### src/rtl/imem_loader.sv
// Instruction-memory loader: takes a length-prefixed byte stream, assembles
// big-endian 32-bit words and writes them out one per cycle, holding the CPU until done.
module imem_loader #(
    parameter int SIZE    = 1024,
    parameter int ADDR_W  = 64,
    parameter int INSTR_W = 32,
    parameter int TIMEOUT = 65535
) (
    input  logic               clk,
    input  logic               reset,
    input  logic               start,
    input  logic               in_valid,
    input  logic [7:0]         in_data,
    output logic               in_ready,
    output logic               mem_we,
    output logic [ADDR_W-1:0]  mem_addr,
    output logic [INSTR_W-1:0] mem_wdata,
    output logic               busy,
    output logic               done,
    output logic               error,
    output logic [15:0]        words_written,
    output logic               cpu_hold
);

    localparam int              IDLE_W    = (TIMEOUT > 1) ? $clog2(TIMEOUT) : 1;
    localparam logic [IDLE_W-1:0] IDLE_LAST = IDLE_W'((TIMEOUT > 0) ? TIMEOUT - 1 : 0);
    localparam logic [16:0]     SIZE_L    = 17'(SIZE);

    typedef enum logic [2:0] {
        S_IDLE, S_HDR_HI, S_HDR_LO, S_CHECK, S_DATA, S_WRITE, S_DONE, S_ERROR
    } state_t;

    state_t              state;
    logic [15:0]         count;
    logic [1:0]          byte_idx;
    logic [INSTR_W-1:0]  asm_reg;
    logic [IDLE_W-1:0]   idle_cnt;
    logic                accept;
    logic                timed_out;

    assign accept    = in_valid && in_ready;
    assign timed_out = (TIMEOUT != 0) && (idle_cnt == IDLE_LAST);

    always_ff @(posedge clk or posedge reset) begin
        if (reset) begin
            state         <= S_IDLE;
            in_ready      <= 1'b0;
            mem_we        <= 1'b0;
            mem_addr      <= '0;
            mem_wdata     <= '0;
            busy          <= 1'b0;
            done          <= 1'b0;
            error         <= 1'b0;
            words_written <= '0;
            cpu_hold      <= 1'b1;
            count         <= '0;
            byte_idx      <= '0;
            asm_reg       <= '0;
            idle_cnt      <= '0;
        end else begin
            mem_we <= 1'b0;

            // in_ready is high exactly in the three byte-consuming states, so it
            // doubles as the enable for the inter-byte idle counter.
            if (in_ready) begin
                if (accept)
                    idle_cnt <= '0;
                else if (TIMEOUT != 0)
                    idle_cnt <= idle_cnt + IDLE_W'(1);
            end

            case (state)
                S_IDLE, S_DONE, S_ERROR: begin
                    if (start) begin
                        state         <= S_HDR_HI;
                        in_ready      <= 1'b1;
                        busy          <= 1'b1;
                        done          <= 1'b0;
                        error         <= 1'b0;
                        words_written <= '0;
                        cpu_hold      <= 1'b1;
                        idle_cnt      <= '0;
                    end
                end
                S_HDR_HI, S_HDR_LO, S_DATA: begin
                    if (accept) begin
                        if (state == S_HDR_HI) begin
                            count[15:8] <= in_data;
                            state       <= S_HDR_LO;
                        end else if (state == S_HDR_LO) begin
                            count[7:0] <= in_data;
                            state      <= S_CHECK;
                            in_ready   <= 1'b0;
                        end else begin
                            asm_reg  <= {asm_reg[INSTR_W-9:0], in_data};
                            byte_idx <= byte_idx + 2'd1;
                            if (byte_idx == 2'd3) begin
                                // Write is issued straight from the final byte so the
                                // strobe lands in the cycle after the 4th accept.
                                state     <= S_WRITE;
                                in_ready  <= 1'b0;
                                mem_we    <= 1'b1;
                                mem_addr  <= ADDR_W'({words_written, 2'b00});
                                mem_wdata <= {asm_reg[INSTR_W-9:0], in_data};
                            end
                        end
                    end else if (timed_out) begin
                        state    <= S_ERROR;
                        in_ready <= 1'b0;
                        busy     <= 1'b0;
                        error    <= 1'b1;
                    end
                end
                S_CHECK: begin
                    if (count == 16'd0 || {1'b0, count} > SIZE_L) begin
                        state <= S_ERROR;
                        busy  <= 1'b0;
                        error <= 1'b1;
                    end else begin
                        state    <= S_DATA;
                        in_ready <= 1'b1;
                        byte_idx <= '0;
                    end
                end
                S_WRITE: begin
                    words_written <= words_written + 16'd1;
                    if ((words_written + 16'd1) == count) begin
                        state    <= S_DONE;
                        busy     <= 1'b0;
                        done     <= 1'b1;
                        cpu_hold <= 1'b0;
                    end else begin
                        state    <= S_DATA;
                        in_ready <= 1'b1;
                    end
                end
                default: state <= S_IDLE;
            endcase
        end
    end

endmodule

### config.mk
export PLATFORM = sky130hd
export DESIGN_NAME = imem_loader
export DESIGN_NICKNAME = d
export VERILOG_FILES = /design/src/rtl/imem_loader.sv
export SDC_FILE = /design/constraint.sdc
export NUM_CORES = 1
export LEC_CHECK = 0
export ABC_CLOCK_PERIOD_IN_PS = 4200
export BUFFER_PORTS_ARGS = -buffer_cell sky130_fd_sc_hd__buf_2
export CORE_ASPECT_RATIO = 1.25
export CORE_UTILIZATION = 55
export CTS_CLUSTER_DIAMETER = 30
export CTS_CLUSTER_SIZE = 20
export DETAILED_ROUTE_END_ITERATION = 6
export GPL_TIMING_DRIVEN = 0
export PLACE_DENSITY = 0.91
export SKIP_CTS_REPAIR_TIMING = 1
export SLEW_MARGIN = 20
export SYNTH_ARGS = -nofsm -noshare
export SYNTH_HDL_FRONTEND = slang
export SYNTH_SLANG_ARGS = --single-unit
### constraint.sdc
create_clock -name clk -period 4.2 [get_ports clk]
set_input_delay 0.42 -clock clk [delete_from_list [all_inputs] [get_ports clk]]
set_output_delay 0.42 -clock clk [all_outputs]
set_load 0.03 [all_outputs]
Yosys cells after proc, flatten, opt, wreduce, memory -nomap -nowiden
Index checks and enable logic that the tools add are counted.
Word-level totals
  bits in registers: 131
  input bits: 12
  output and inout port bits: 118
  word-level logic and storage cells: 111
Cells by class
  $add $sub $neg: 3
  $lt $le $gt $ge: 1
  equal/unequal tests: 24
  muxes and demuxes: 46
  bitwise logic cells: 2
  reductions and logical operators: 20
Operator list (number)
  16-bit two-way mux: 5
  16-bit by 1-bit adder with 16-bit output, second input constant: 2
  16-bit one-hot mux with 2 select lines: 1
  1-bit two-way mux: 21
  2-bit != test, second input constant: 10
  5-bit AND reduction: 4
  3-bit two-way mux: 6
  16-bit equality test: 1
  16-bit equality test, second input constant: 1
  16-bit by 11-bit > comparator with 1-bit output, second input constant: 1
  16-bit zero test: 1
  3-bit equality test, second input constant: 4
  2-bit two-way mux: 6
  3-bit one-hot mux with 4 select lines: 1
  3-bit AND reduction: 3
  1-bit one-hot mux with 4 select lines: 2
  4-bit AND reduction: 2
  3-bit by 2-bit equality test with 1-bit output, second input constant: 2
  3-bit != test, second input constant: 2
  6-bit AND reduction: 1
  3-bit OR reduction: 2
  5-bit != test, second input constant: 1
  4-bit != test, second input constant: 1
  1-bit one-hot mux with 2 select lines: 2
  other kinds (12): 14

Depth between registers and ports, before layout
  word-level depth: 6
  gate-level depth with buffers: 9
  gate-level depth less buffers: 9

Worst setup path before layout
No wires, ideal clock.
  path kind: register -> register
  from: reg words_written[0]
  to: reg in_ready
  setup time: 0.128 ns
  data arrival time: 2.930 ns
  required time: 4.072 ns
  path slack: 1.142 ns
  cell stages (with the launch flop): 9
  buffers on the path: 0
  cells stage by stage: dfrtp_1 -> ha_1 -> nand3_4 -> nor3_4 -> xnor2_1 -> or4_4 -> or4_4 -> nand3b_2 -> mux2_1
On the way
  cells in the longest elaborated chain, start to end: 4
RTL lines
  from (decl): RTL line 21  | output logic [15:0] words_written,
  from (signal assigned): RTL line 126  | words_written <= words_written + 16'd1;
  16-bit by 1-bit adder with 16-bit output: RTL line 127  | if ((words_written + 16'd1) == count) begin
  16-bit equality test: RTL line 127
  2-bit != test (no line)
  6-bit AND reduction (no line)
  to (signal assigned): RTL line 109  | in_ready <= 1'b0;
  to (signal assigned): RTL line 121  | in_ready <= 1'b1;
  to (signal assigned): RTL line 134  | in_ready <= 1'b1;
  to (decl): RTL line 14  | output logic in_ready,
No other way between the ends.
A chain may end at the register's enable or synchronous reset.

Worst setup path after layout
Ends and elaborated chain as after synthesis.

==> run metrics <==
setup total negative slack=0 ns; Final Util=~69%; FP Rows=44; Cells after Synth=630; Final period util=78.7%; commonest register cell after synthesis=dfrtp_1; antenna violations before repair=0; pin count of the biggest net entering global routing=94; Post-synth EDFFs=0; Yosys cell types=65; final total power=5.22 mW; Worst-Skew Late Latency=0.43 ns; Die Wd=between 90 and 100 um; grt total ovfl=0; Fin. Hold Viols=0; CTS tree=done; Largest register FFs=32; Achievable Freq=slightly above 300 MHz; Synth Area per Inst=between 10 and 15 sq um; io pins=130; Setup Skew=0.00686 ns; max-slew violation count=0; Vias/cell=5.38; CTS Sinks=131; Die Ht=around 120 um; synthesized cell area=between 6000 and 7000 sq um; Critical Path Slowest Stage Cell=or4_4; Total Routing Usage GR=roughly a quarter; port bufs=about 80; Final HPWL DP=10100 um; CP required=4.51 ns; residual DRC count=0; RD Place Congestion=approximately 0.88; leak pwr=roughly 4.0 nW; post-synthesis register bit count=~130; maximum clock insertion buffer count=2; nets=around 800; core area=around 12000 sq um; DRT antenna net count=0; final non-filler cell total=approximately 950; commonest non-fill, non-tap cells in the layout=dfrtp_1 (130), nand2_1 (105), buf_2 (83), mux2_2 (62), buf_4 (51); class of the worst hold path=in2reg; detailed-route wire length=~15000 um; first-pass iteration count of the detailed router=5; Post-synth ARST share=100%; Post-DP Area=7350 sq um; Setup crit end kind=register; CTS root buf=clkbuf_16; CP cell instances=ha_1 > and3_1 > clkbuf_1 > a21boi_0 > nor4_1 > o211ai_1 > or4_4 > nand3b_2 > mux2_1; yosys warns=0; Antenna Cells=0; number of global-route vias before repair=4850; CTS buffer count=17; dpl cells=around 900; most common cell after layout, fill and taps aside=dfrtp_1; die footprint=around 12000 sq um; fin crit period=approximately 3.3 ns; Area Overhead vs Synth=22.2%; Pwr Density=between 600 and 700 nW/um^2; outcome=finished clean; Max Cap Violations=0; worst path arrival time=roughly 3.6 ns; crit-path max cell delay=about 0.60 ns; Least-Margin Pin Slew=between 0.7 and 0.8 ns; first-pass GRT wire length=~24000 um; Startpoint Class=register; H-Tree Depth=4; design area=7980 sq um; crit path kind=reg2reg; Slew headroom=between 40% and 50%; routed len/inst=between 15 and 20 um; register area share after synthesis=between 50% and 60%; IR drop worst, VDD=between 0.4 and 0.5 mV; Setup violations, final=0; routed vias=5124; Worst Path Max Fanout=9; share of layout cells above drive strength 1=around 31%; drt first-iter violations=between 300 and 400; RSZ-0062 raised after global routing=no; clk slew on worst S/H paths=roughly 0.06 ns; Starting Density=between 50 and 60%
[cell families after synthesis]
kind of cell               Yosys count  share of synthesized area, %
AOI/OAI and AO/OA                   76                          7.38
and+or+nand+nor                    227                          17.4
xor gates and xnor gates            35                          4.70
buffers and inverters               91                          8.32
other                                1                        0.0574
DFF                                131                          50.2
muxes                               64                          11.0
adders and majority gates            5                         0.920
[report_power, final]
| group | switching [mW] | total, mW | internal, mW | leakage, nW |
|---|---|---|---|---|
| clock network | 0.587 | 1.55 | 0.958 | 0.288 |
| logic | 1.10 | 1.77 | 0.663 | 2.01 |
| registers | 0.306 | 1.91 | 1.60 | 1.75 |
[cell type report]
class	instances	area, sq um
Buffer	80	502
Timing Repair Buffer	83	443
Multi-Input combinational cell	455	2890
Clock buffer	19	443
Tap cell	161	201
Sequential cell	131	3280
Inverter	11	48.8
Fill cell	843	3640
Clock inverter	13	173
[synth_stat cells, types with 4 or more instances]
cell type / number / share of area [%]
nand2_1: 105 / 6.0
nor3_1: 8 / 0.61
inv_1: 11 / 0.63
nor2_1: 46 / 2.6
mux2_2: 62 / 11
clkbuf_1: 25 / 1.4
nand3_1: 14 / 1.1
xnor2_1: 18 / 2.4
nor4_1: 7 / 0.67
buf_4: 51 / 5.9
o211ai_1: 4 / 0.46
nand4_1: 9 / 0.86
o21ai_0: 29 / 2.2
a21oi_1: 12 / 0.92
nand2b_1: 4 / 0.38
dfrtp_1: 130 / 50
xor2_1: 17 / 2.3
ha_1: 4 / 0.77
[path summary, 6_finish.rpt]
path	startpoint	end	slack, ns	cells past startpoint
hold reg to reg	asm_reg[21]	asm_reg[21]	0.48	2
hold / removal	in_data[4]	asm_reg[4]	0.23	3
min in group asynchronous	reset	words_written[14]	0.51	3
setup / recovery	words_written[0]	in_ready	0.89	9
setup reg to reg	words_written[0]	in_ready	0.89	9
max in group asynchronous	reset	mem_wdata[29]	2.97	4
[metrics by stage]
step | hold slack (ns) | setup slack, ns
after global placement | 0.460 | -1.07
after floorplan | 0.442 | 0.284
after global routing | 0.276 | 0.807
final | 0.232 | 0.893
after detailed placement | 0.418 | 1.06
after CTS | -0.0379 | 0.936
[critical path, delay by kind of cell (launching register included)]
kind	cells	cell delay (ns)
and+or+nand+nor	4	1.33
DFF	1	0.56
adders and majority gates	1	0.36
AOI/OAI and AO/OA	2	0.36
muxes	1	0.31
buffers and inverters	1	0.27
[layer usage]
metal | part of all wire, % | track usage (%) | up-vias
met1 | 39 | 30.0 | 2487
met2 | 51 | 42.2 | 223
met4 | 2.4 | 11.9 | 0
met5 | 0 | 0 | -
li1 | - | - | 2378
met3 | 7.7 | 6.85 | 36
No activity file was read; power rests on OpenSTA's default activity.
